### config.mk
export PLATFORM = sky130hd
export DESIGN_NAME = odo_round_scheduler
export DESIGN_NICKNAME = d
export VERILOG_FILES = /design/src/rtl/odo_pkg.sv /design/src/rtl/odo_round_ctr.sv /design/src/rtl/odo_round_scheduler.sv
export SDC_FILE = /design/constraint.sdc
export NUM_CORES = 1
export LEC_CHECK = 0
export BUFFER_PORTS_ARGS = -buffer_cell sky130_fd_sc_hd__clkbuf_2
export CORE_MARGIN = 1.5
export CORE_UTILIZATION = 48
export DETAILED_ROUTE_END_ITERATION = 6
export HOLD_SLACK_MARGIN = 0.03
export PLACE_DENSITY = 0.79
export SLEW_MARGIN = 10
export SYNTH_ARGS = -nofsm -noshare
export SYNTH_HDL_FRONTEND = slang
export SYNTH_HIERARCHICAL = 1
export SYNTH_SLANG_ARGS = --single-unit
### constraint.sdc
create_clock -name clk -period 3.1 [get_ports clk]
set_input_delay 0.155 -clock clk [delete_from_list [all_inputs] [get_ports clk]]
set_output_delay 0.155 -clock clk [all_outputs]
set_load 0.005 [all_outputs]
### src/rtl/odo_pkg.sv
// Shared constants and FSM encoding for the Odo round scheduler.
// Imported by the scheduler top and its round counter.
package odo_pkg;

    // Key ROM holds one key per epoch period 0..ODO_NUM_PERIODS-1
    localparam int ODO_NUM_PERIODS = 10;
    localparam int ODO_ROUNDS      = 84;
    localparam int ODO_KEY_W       = 10;
    localparam int ODO_PERIOD_W    = 4;

    // Scheduler FSM encoding
    typedef logic [1:0] odo_state_t;

    localparam odo_state_t S_IDLE  = 2'd0;
    localparam odo_state_t S_FETCH = 2'd1;
    localparam odo_state_t S_ISSUE = 2'd2;
    localparam odo_state_t S_DONE  = 2'd3;

    // True when the ROM holds a key for this period
    function automatic logic odo_period_ok(
        input logic [ODO_PERIOD_W-1:0] p
    );
        return p < ODO_PERIOD_W'(ODO_NUM_PERIODS);
    endfunction

endpackage

### src/rtl/odo_round_ctr.sv
// Round index register for the Odo scheduler.
// Clears on job start, steps on each non-final transfer, flags the last round.
module odo_round_ctr
    import odo_pkg::*;
#(
    parameter int ROUNDS = ODO_ROUNDS,
    parameter int IDX_W  = 7
) (
    input  logic             clk,
    input  logic             rst_n,
    input  logic             clr,
    input  logic             inc,
    output logic [IDX_W-1:0] idx,
    output logic             at_last
);

    localparam logic [IDX_W-1:0] LAST_IDX = IDX_W'(ROUNDS - 1);

    // Index register: clear has priority over increment
    always_ff @(posedge clk) begin
        if (!rst_n) begin
            idx <= '0;
        end else if (clr) begin
            idx <= '0;
        end else if (inc) begin
            idx <= idx + IDX_W'(1);
        end
    end

    assign at_last = (idx == LAST_IDX);

endmodule

### src/rtl/odo_round_scheduler.sv
// Odo round scheduler: fetches the epoch key, then issues ROUNDS tokens.
// Macro ODO_SCHED_PERIOD_CHECK_EN adds the err port and period check.
module odo_round_scheduler
    import odo_pkg::*;
#(
    parameter int ROUNDS  = ODO_ROUNDS,
    parameter int KEY_W   = ODO_KEY_W,
    parameter int ROM_LAT = 1,
    parameter int IDX_W   = 7
) (
    input  logic             clk,
    input  logic             rst_n,
    input  logic             start,
    input  logic [3:0]       period_in,
    output logic             busy,
    output logic [3:0]       rom_period,
    input  logic [KEY_W-1:0] rom_key,
    output logic             round_valid,
    input  logic             round_ready,
    output logic [IDX_W-1:0] round_idx,
    output logic [KEY_W-1:0] round_key,
    output logic             last_round,
    output logic             done
`ifdef ODO_SCHED_PERIOD_CHECK_EN
    ,
    output logic             err
`endif
);

    localparam int WC_W = (ROM_LAT < 2) ? 1 : $clog2(ROM_LAT + 1);

    odo_state_t      state;
    odo_state_t      state_nx;
    logic [WC_W-1:0] wcnt;
    logic            idle;
    logic            accept;
    logic            fetch_end;
    logic            xfer;
    logic            at_last;
    logic            ctr_inc;

    assign idle = (state == S_IDLE);

`ifdef ODO_SCHED_PERIOD_CHECK_EN
    assign accept = idle & start & odo_period_ok(period_in);
`else
    assign accept = idle & start;
`endif

    assign fetch_end = (state == S_FETCH) && (wcnt == '0);
    assign xfer      = round_valid & round_ready;
    assign ctr_inc   = xfer & ~at_last;

    // Next-state selection
    always_comb begin
        state_nx = state;
        unique case (state)
            S_IDLE:  if (accept) state_nx = S_FETCH;
            S_FETCH: if (fetch_end) state_nx = S_ISSUE;
            S_ISSUE: if (xfer && at_last) state_nx = S_DONE;
            S_DONE:  state_nx = S_IDLE;
            default: state_nx = S_IDLE;
        endcase
    end

    // State register
    always_ff @(posedge clk) begin
        if (!rst_n) begin
            state <= S_IDLE;
        end else begin
            state <= state_nx;
        end
    end

    // ROM latency counter: loaded on start, counts down through FETCH
    always_ff @(posedge clk) begin
        if (!rst_n) begin
            wcnt <= '0;
        end else if (accept) begin
            wcnt <= WC_W'(ROM_LAT);
        end else if (state == S_FETCH && wcnt != '0) begin
            wcnt <= wcnt - WC_W'(1);
        end
    end

    // ROM address held from start to the next accepted start
    always_ff @(posedge clk) begin
        if (!rst_n) begin
            rom_period <= '0;
        end else if (accept) begin
            rom_period <= period_in;
        end
    end

    // Key captured once the ROM latency has elapsed
    always_ff @(posedge clk) begin
        if (!rst_n) begin
            round_key <= '0;
        end else if (fetch_end) begin
            round_key <= rom_key;
        end
    end

`ifdef ODO_SCHED_PERIOD_CHECK_EN
    // One-cycle pulse for a start carrying a period without a key
    always_ff @(posedge clk) begin
        if (!rst_n) begin
            err <= 1'b0;
        end else begin
            err <= idle & start & ~odo_period_ok(period_in);
        end
    end
`endif

    odo_round_ctr #(
        .ROUNDS (ROUNDS),
        .IDX_W  (IDX_W)
    ) u_ctr (
        .clk     (clk),
        .rst_n   (rst_n),
        .clr     (accept),
        .inc     (ctr_inc),
        .idx     (round_idx),
        .at_last (at_last)
    );

    assign busy        = ~idle;
    assign round_valid = (state == S_ISSUE);
    assign last_round  = round_valid & at_last;
    assign done        = (state == S_DONE);

endmodule

# [Yosys cells after proc, flatten, opt, wreduce, memory -nomap -nowiden]
# Index checks and enable logic that the tools add are counted.
[classes] addsub=2 n_eq_ne=7 mux=6 bitwise_logic=8 n_reduce_logical=7
[op_table] op="$pmux 2 s4" n=1
[op_table] op="$add 7x1->7 const B" n=1
[op_table] op="$eq 7x7->1 const B" n=1
[op_table] op="$mux 2" n=3
[op_table] op="$and 1x1->1" n=4
[op_table] op="$eq 2x2->1 const B" n=2
[op_table] op="$ne 2x1->1 const B" n=2
[op_table] op="$not 1->1" n=4
[op_table] op="$logic_and 1x1->1" n=3
[op_table] op="$reduce_and 3->1" n=1
[op_table] op="$eq 2x1->1 const B" n=1
[op_table] op="$logic_not 2->1" n=1
[op_table] op="$mux 1" n=2
[op_table] op="$ne 2x2->1 const B" n=1
[op_table] op="$reduce_bool 2->1" n=1
[op_table] op="$reduce_or 2->1" n=1
[op_table] op="$sub 1x1->1 const B" n=1
[word_totals] reg_bits=24 out_inout_bits=25 wordCells=35

# [Logic depth before layout (Yosys ltp)]
# Gate-level depths: netlist of run 1.
[logic_depth] word_depth=5 mapped_depth=8 depth_no_buf=7

# [By module]
# The synthesis of run 1 kept the hierarchy.
[by_module_without_submodules] mod="odo_round_scheduler" instances=1 cells_per_inst=88 area_per_inst_um2=753.2 seq_area_each_um2=340.3
[by_module_without_submodules] mod="odo_round_ctr" instances=1 cells_per_inst=35 area_per_inst_um2=329.1 seq_area_each_um2=140.1

# [Worst setup path after synthesis of run 1]
# Ideal clock, no wire load.
[synth_timing] path_kind="reg2reg" start="register u_ctr.idx[0]" end="register u_ctr.idx[6]" t_arrival_ns=1.614 t_required_ns=3.030 path_slack_ns=1.415 stages_incl_launch_ff=9 n_path_buf=1 period_less_slack_ns=1.685 cell_sequence="dfxtp_1 -> ha_1 -> nand4b_1 -> nor3_1 -> and3b_1 -> buf_6 -> nand4_2 -> or3_1 -> a21oi_1"
[synth_via] elab_chain_cells=3
[synth_lines] element="start, declared" line="odo_round_ctr.sv:13" source="output logic [IDX_W-1:0] idx,"
[synth_lines] element="start signal, assigned" line="odo_round_ctr.sv:26" source="idx <= idx + IDX_W'(1);"
[synth_lines] element="$eq 7x7->1" line="odo_round_ctr.sv:30" source="assign at_last = (idx == LAST_IDX);"
[synth_lines] element="named net at_last" line="odo_round_scheduler.sv:39" source="logic at_last;"
[synth_lines] element="$not 1->1" line="odo_round_scheduler.sv:52" source="assign ctr_inc = xfer & ~at_last;"
[synth_lines] element="$and 1x1->1" line="odo_round_scheduler.sv:52"
[synth_lines] element="named net ctr_inc" line="odo_round_scheduler.sv:40" source="logic ctr_inc;"
# The timed path passes the listed nets, and every way through them passes these cells.
# A chain may end at the register's enable or synchronous reset.

# [Worst setup path after layout of run 1]
[layout_timing] start="register u_ctr.idx[0]" end="register u_ctr.idx[5]"
# Same word-level chain as after synthesis.

==> summary.md, run 1 <==
| Metric | Value |
|---|---|
| Cell Rows | 17 |
| Final Wtd Congestion | 0.7315 |
| Crit end category | flop |
| Reg-to-reg startpoint | u_ctr/idx[0] |
| Setup CP Type | flop to flop |
| CTS Buf Count | 3 |
| Reg2reg end | u_ctr/idx[5] |
| Layout filler cell count | just over 200 |
| Async SR Flop Fraction | 0% |
| H-tree depth | 1 |
| Cts repair resizes | 0 |
| Hold Path End | round_key[6] |
| Post-synth EDFFs | 0 |
| VDD IR-drop max | ~470 µV |
| FMAX | 519.2 MHz |
| Gr usage total | between 10% and 20% |
| Reg2reg setup slack | 1.17 ns |
| Yosys warns | 6 |
| Power per Cell Area | 669.1 nW/µm² |
| Drt pass-1 iters | 4 |
| Skew-Pair Late Insertion Delay | a little over 0.3 ns |
| Hold WC Path Type | primary input to flop |
| Startpoint type of the worst setup path | flop |
| Syn_area_per_cell | between 8 and 9 µm² |
| Dpl ws | 1.211 ns |
| Worst slew pin tran | approximately 0.65 ns |
| Vias in the first global route | roughly 920 |
| Mapped Cells | ~120 |
| Final ANT Viol Nets | 0 |
| Synth top area share | approximately 44% |
| Root buf cell | clkbuf_4 |
| Final WL | between 2000 and 2500 µm |
| Synth top area cells | dfxtp_1, nand2_1, a21boi_1 |
| CTS tree | yes |
| Tcrit/Tclk final | between 60 and 70% |
| Initial core utilization | between 40% and 50% |
| DRC violations left | 0 |
| DIE WIDTH | 50.49 µm |
| Reg clk slew, reported paths | ~0.13 ns |
| Initial antenna violation count | 0 |
| Placeable Area | about 2200 µm² |
| Final Hold Fails | 0 |
| Area leader, netlist | dfxtp_1 |
| Ys flop type | dfxtp_1 |
| Mapped Area | roughly 1100 µm² |
| Ant. Diodes | 0 |
| Die area | ~2500 µm² |
| Hold path startpoint | rom_key[6] |
| IO Count | 43 |
| RSZ-0062 raised after global routing | no |
| Seq/Total Area, Yosys | between 40 and 50% |
| Synthesis-stage register bit count | 24 |
| Clk_skew | a little under 0.009 ns |
| Reg2reg path depth | 7 |
| Input/output buffers | 42 |
| Hold depth | 3 |
| Worst slew margin | a little under three fifths |
| Count of nets after finishing | between 150 and 200 |
| DR WL/cell | approximately 12 µm |
| Max-slew violations | 0 |
| Largest net degree at the start of global routing | 20 |
| Hold-fix buffers, CTS | 0 |
| # setup viols final | 0 |
| Outcome | finished, final reports clean |
| DRT iter0 DRCs | 11 |
| Final critical-path setup slack | roughly 1.2 ns |
| WP data required | 3.35 ns |
| Max-Cap Viols | 0 |
| Global route overflow | 0 |
| Bufs on Longest Clock Path | 2 |
| Worst path arrival time | between 2 and 2.5 ns |
| First-pass GRT wire length | 3732 µm |
| Area Growth Syn to Fin | 23.58% |
| Leakage | 0.6358 nW |
| Final min period | a little under 2 ns |
| DR vias/cell | 5.104 |
| Setup TNS Final | 0 ns |
| # clock sinks | 24 |
| Ratio of cells with drive above 1 in the final layout | between 20% and 30% |
| Setup Fix Bufs, Post-CTS | 0 |
| Syn nets | around 150 |
| Distinct cell type count after synthesis | 28 |
| Chip height | ~50 µm |
| Worst-path maximum fanout | 6 |
| HPWL Detailed | between 1500 and 2000 µm |
| Via count | a little under 1000 |
state kept, by name, summed over array words and instances, names as in the netlist:
register	count
rom_period	4
round_key	10
wcnt	1
state	2
u_ctr/idx	7
per-stage QoR:
stage	hold slack, ns	std cells	cell area (µm²)	util [%]	total power [mW]
after floorplan	0.2898	123	1082	-	0.6367
after global placement	0.3776	189	1301	59.98	0.7234
after detailed placement	0.3846	189	1301	59.98	0.7444
after CTS	0.03456	193	1338	61.65	0.9047
after global routing	0.03854	193	1338	61.65	0.9685
final	0.04183	193	1338	61.65	0.8949
power by group:
part | internal, mW | total, mW | switching [mW]
Sequential | 0.365 | 0.404 | 0.0395
Combinational | 0.140 | 0.329 | 0.189
Clock | 0.0717 | 0.162 | 0.0900
cell usage after synthesis, types with 2 or more instances:
master    number
xor2_1         3
nor2_1         6
a21oi_1        2
buf_2          2
or3_1          2
ha_1           7
nand2_1       32
o21ai_0        2
mux2i_1        2
nand4_1        2
dfxtp_1       24
nand2b_1       3
inv_1          4
nand3_1        4
a21boi_1      15
cells by family (layout without fill, tap and decap cells):
kind of cell               count (synthesis)  after routing  share of synthesized area [%]
AOI/OAI and AO/OA                         22             22                          14.80
xor gates and xnor gates                   4              4                          3.238
adders and majority gates                  7              7                          8.092
buffers and inverters                      9             51                          4.161
DFF                                       24             24                          44.39
muxes                                      2              2                          1.850
and+or+nand+nor                           55             55                          23.47
final cells by class:
type                       instances  area [µm²]  share of cell area, %
multi-input combinational         90       556.8                  41.63
sequential                        24       480.5                  35.92
clock buffer                       4       36.28                  2.713
timing repair buffer              42       210.2                  15.72
inverter                           5       18.77                  1.403
tap                               28       35.03                  2.619
per-layer routing:
| layer | up-vias | share of wire [%] | GRT usage (%) |
|---|---|---|---|
| met2 | 30 | 50 | 35.09 |
| met1 | 458 | 45 | 21.97 |
| li1 | 493 | - | - |
| met3 | 4 | 4.1 | 1.786 |
| met5 | - | 0 | 0 |
| met4 | 0 | 1.3 | 8.108 |
worst max-delay path: stages (launching register included):
cell and delay [ns]:
dfxtp_1 0.38, ha_1 0.23, nand4b_1 0.10, nor3_1 0.08
and3b_1 0.38, nand4_2 0.17, or3_1 0.38, a21oi_1 0.14
how the worst max path moves through the flow:
stage | start | endpoint | slack [ns] | depth (start not counted)
2_1_floorplan | u_ctr/idx[0] | u_ctr/idx[6] | 1.42 | 8
3_3_place_gp | u_ctr/idx[0] | u_ctr/idx[5] | 1.34 | 7
3_5_place_dp | u_ctr/idx[0] | u_ctr/idx[5] | 1.21 | 7
4_1_cts | u_ctr/idx[0] | u_ctr/idx[5] | 1.19 | 7
5_1_grt | u_ctr/idx[0] | u_ctr/idx[5] | 1.02 | 7
6_report | u_ctr/idx[0] | u_ctr/idx[5] | 1.17 | 7
placed cells by master, fill, tap and decap left out, types with 3 or more instances in the layout:
cell      count
a21boi_1     15
clkbuf_4      3
ha_1          7
inv_1         4
nor2_1        6
dfxtp_1      24
nand2_1      32
nand2b_1      3
nand3_1       4
clkbuf_2     42
xor2_1        3
Power figures use the tool's default switching activity.
==> run 2: changes to the inputs <==
- CORE_UTILIZATION: 48 -> 47
- PLACE_DENSITY: 0.79 -> 0.78
- clock period: 3.1 -> 2 ns (I/O delays scaled with it)
==> run 2 against run 1 <==
Critical endpoint is now u_ctr/idx[6]. Utilization is 6.3 points higher. First-iteration DRC count is 91% higher. Register-to-register slack worse by 0.97 ns. Sequential share of layout area shrank 3.6 points. Final area rose by 11%. Sequential power is 54% higher. Fmax increased by 7.0%. Routed wire length up 3.0%.
==> summary.md, run 2 (synthesis gave the netlist of run 1 again) <==
| Metric | Value |
|---|---|
| Skew-Pair Late Insertion Delay | 0.30 ns (about the same) |
| Power per Cell Area | 926.1 nW/µm² (+38%) |
| Reg2reg setup slack | 0.20 ns (-0.97 ns) |
| Placeable Area | 2191 µm² (+0.98%) |
| # clock sinks | 24 (unchanged) |
| Final WL | 2308 µm (+3.0%) |
| Largest net degree at the start of global routing | 20 (unchanged) |
| Hold Path End | rom_period[2] |
| Startpoint type of the worst setup path | flop |
| Net Sw Power | 0.4852 mW (+53%) |
| Final Hold Fails | 0 (unchanged) |
| DRT iter0 DRCs | 21 (+10) |
| CP max stage cell | dfxtp_1 |
| Hold WC Path Type | primary input to flop |
| Largest delay contributor family on the critical path | simple AND/OR/NAND/NOR gates |
| Root buf cell | clkbuf_4 |
| Worst path arrival time | 2.04 ns (-0.13 ns) |
| CTS tree | yes |
| Input/output buffers | 42 (unchanged) |
| H-tree depth | 1 (unchanged) |
| Gr usage total | 18.32% (-0.62 points) |
| RSZ-0062 raised after global routing | no |
| Clk_skew | 0.003150 ns (-0.005644 ns) |
| Ant. Diodes | 0 (unchanged) |
| Bufs on Longest Clock Path | 2 (unchanged) |
| DIE WIDTH | 50.99 µm (+0.99%) |
| Ratio of cells with drive above 1 in the final layout | 28.18% (-0.91 points) |
| Largest Register | round_key |
| DR WL/cell | 11.04 µm (-4.9%) |
| Setup CP Type | flop to flop |
| Worst-path maximum fanout | 6 (unchanged) |
| Worst slew margin | 71.23% (+15 points) |
| DRC violations left | 0 (unchanged) |
| Hold path startpoint | start |
| Max-Cap Viols | 0 (unchanged) |
| Final critical-path setup slack | 0.1994 ns (-0.9746 ns) |
| Final Wtd Congestion | 0.8199 (+12%) |
| Comb power frac | 40.2% (+3.5 points) |
| Final ANT Viol Nets | 0 (unchanged) |
| CTS Buf Count | 3 (unchanged) |
| Cell Rows | 17 (unchanged) |
| Global route overflow | 0 (unchanged) |
| Reg2reg end | u_ctr/idx[6] |
| Drt pass-1 iters | 6 (+2) |
| Final min period | 1.801 ns (-0.1254 ns) |
| Most frequent cells in the layout | clkbuf_2, nand2_1, dfxtp_1 |
| WP data required | 2.24 ns (-1.11 ns) |
| Max-slew violations | 0 (unchanged) |
| Hold depth | 3 (unchanged) |
| Flop pwr share | 45.2% (about the same) |
| Outcome | finished, final reports clean |
| Largest regs | round_key x10, u_ctr/idx x7, rom_period x4 |
| Worst slew pin tran | 0.4315 ns (-0.2211 ns) |
| VDD IR-drop max | 818.1 µV (+72%) |
| First-pass GRT wire length | 3663 µm (-1.8%) |
| # setup viols final | 0 (unchanged) |
| Leakage | 0.7025 nW (+10%) |
| Dpl ws | 0.1388 ns (-1.073 ns) |
| Worst path cell trace | ha_1, nand4b_1, nor3_1, and3b_2, nand4_2, or3_1, a21oi_1 |
| Leading cell type in the layout, fill and taps excluded | clkbuf_2 |
| HPWL Detailed | 1584 µm (-9.0%) |
| CP peak stage delay | 0.38 ns (about the same) |
| Max reg flops | 10 (unchanged) |
| Vias in the first global route | 890 (-3.7%) |
| Via count | 1018 (+3.4%) |
| FMAX | 555.4 MHz (+7.0%) |
| Tcrit/Tclk final | 90.03% (+28 points) |
| Chip height | 50.99 µm (+0.99%) |
| Internal Power | 0.8926 mW (+55%) |
| Fin util | 67.90% (+6.3 points) |
| Initial antenna violation count | 0 (unchanged) |
| Reg clk slew, reported paths | 0.12 ns (about the same) |
| Initial core utilization | 49.40% (-0.48 points) |
| Net Sw Frac | 35.22% (-0.33 points) |
| Setup TNS Final | 0 ns (unchanged) |
| Clk pwr share | 14.6% (-3.5 points) |
| Reg2reg path depth | 7 (unchanged) |
| Die area | 2599 µm² (+2.0%) |
| Crit path buffers/inverters | 0 (unchanged) |
| Crit end category | flop |
| Reg-to-reg startpoint | u_ctr/idx[0] |
| Area Growth Syn to Fin | 37.46% |
| Count of nets after finishing | 208 (+8.9%) |
| IO Count | 43 (unchanged) |
| DR vias/cell | 4.871 (-4.6%) |
-- run 2: cell count changes in the layout (fill, tap and decap cells not counted), sizes merged --
cell | before | now
clkbuf | 46 | 45
buf | 0 | 3
dlygate4sd3 | 0 | 14
-- run 2: timing repair --
item	in CTS	in global routing
setup buffers	0	2
setup endpoints to repair	0	2
gates resized for setup	0	1
hold endpoints to repair	13	1
hold buffers	13	1
-- run 2: how the worst max path moves through the flow --
stage / end / slack, ns / cells past startpoint / from
after floorplan: u_ctr/idx[6] / 0.32 / 8 / u_ctr/idx[0]
after global placement: u_ctr/idx[5] / 0.23 / 7 / u_ctr/idx[0]
after detailed placement: u_ctr/idx[6] / 0.14 / 7 / u_ctr/idx[0]
after CTS: u_ctr/idx[6] / 0.11 / 7 / u_ctr/idx[0]
after global routing: u_ctr/idx[6] / 0.02 / 7 / u_ctr/idx[0]
final: u_ctr/idx[6] / 0.20 / 7 / u_ctr/idx[0]
-- run 2: worst min-delay path, delay by kind of cell --
kind	cells	cell delay, ns
compound gates	1	0.05
buf+inv	1	0.14
simple gates	1	0.10
-- run 2: stage by stage --
step	hold WS, ns	instance area [µm²]	power, mW	cells
2_1_floorplan	0.2348	1082	0.9868	123
3_3_place_gp	0.3239	1309	1.134	190
3_5_place_dp	0.3319	1309	1.154	190
4_1_cts	0.03028	1461	1.370	206
5_1_grt	0.1375	1488	1.493	209
6_report	0.1207	1488	1.378	209
-- run 2: power groups by stage --
stage               Clock [mW]  Sequential, mW  Combinational (mW)
floorplan                    0           0.634               0.353
detailed placement           0           0.637               0.517
CTS                      0.206           0.623               0.540
finish                   0.201           0.623               0.554
global route             0.229           0.637               0.627
global placement             0           0.629               0.505
-- run 2: area by class of cell --
| type | count | area [µm²] |
|---|---|---|
| Clock buffer | 3 | 22.52 |
| Fill cell | 179 | 703.2 |
| Inverter | 5 | 18.77 |
| Multi-Input combinational cell | 90 | 558.0 |
| Sequential cell | 24 | 480.5 |
| Tap cell | 28 | 35.03 |
| Timing Repair Buffer | 59 | 372.9 |
-- run 2: metal layers --
| metal | GRT usage [%] | vias to the layer above | routed length [µm] |
|---|---|---|---|
| met5 | 0 | - | 0 |
| met4 | 10.36 | 0 | 52 |
| met3 | 2.924 | 6 | 110 |
| met2 | 29.87 | 36 | 1087 |
| met1 | 22.81 | 450 | 1058 |
| li1 | - | 526 | - |
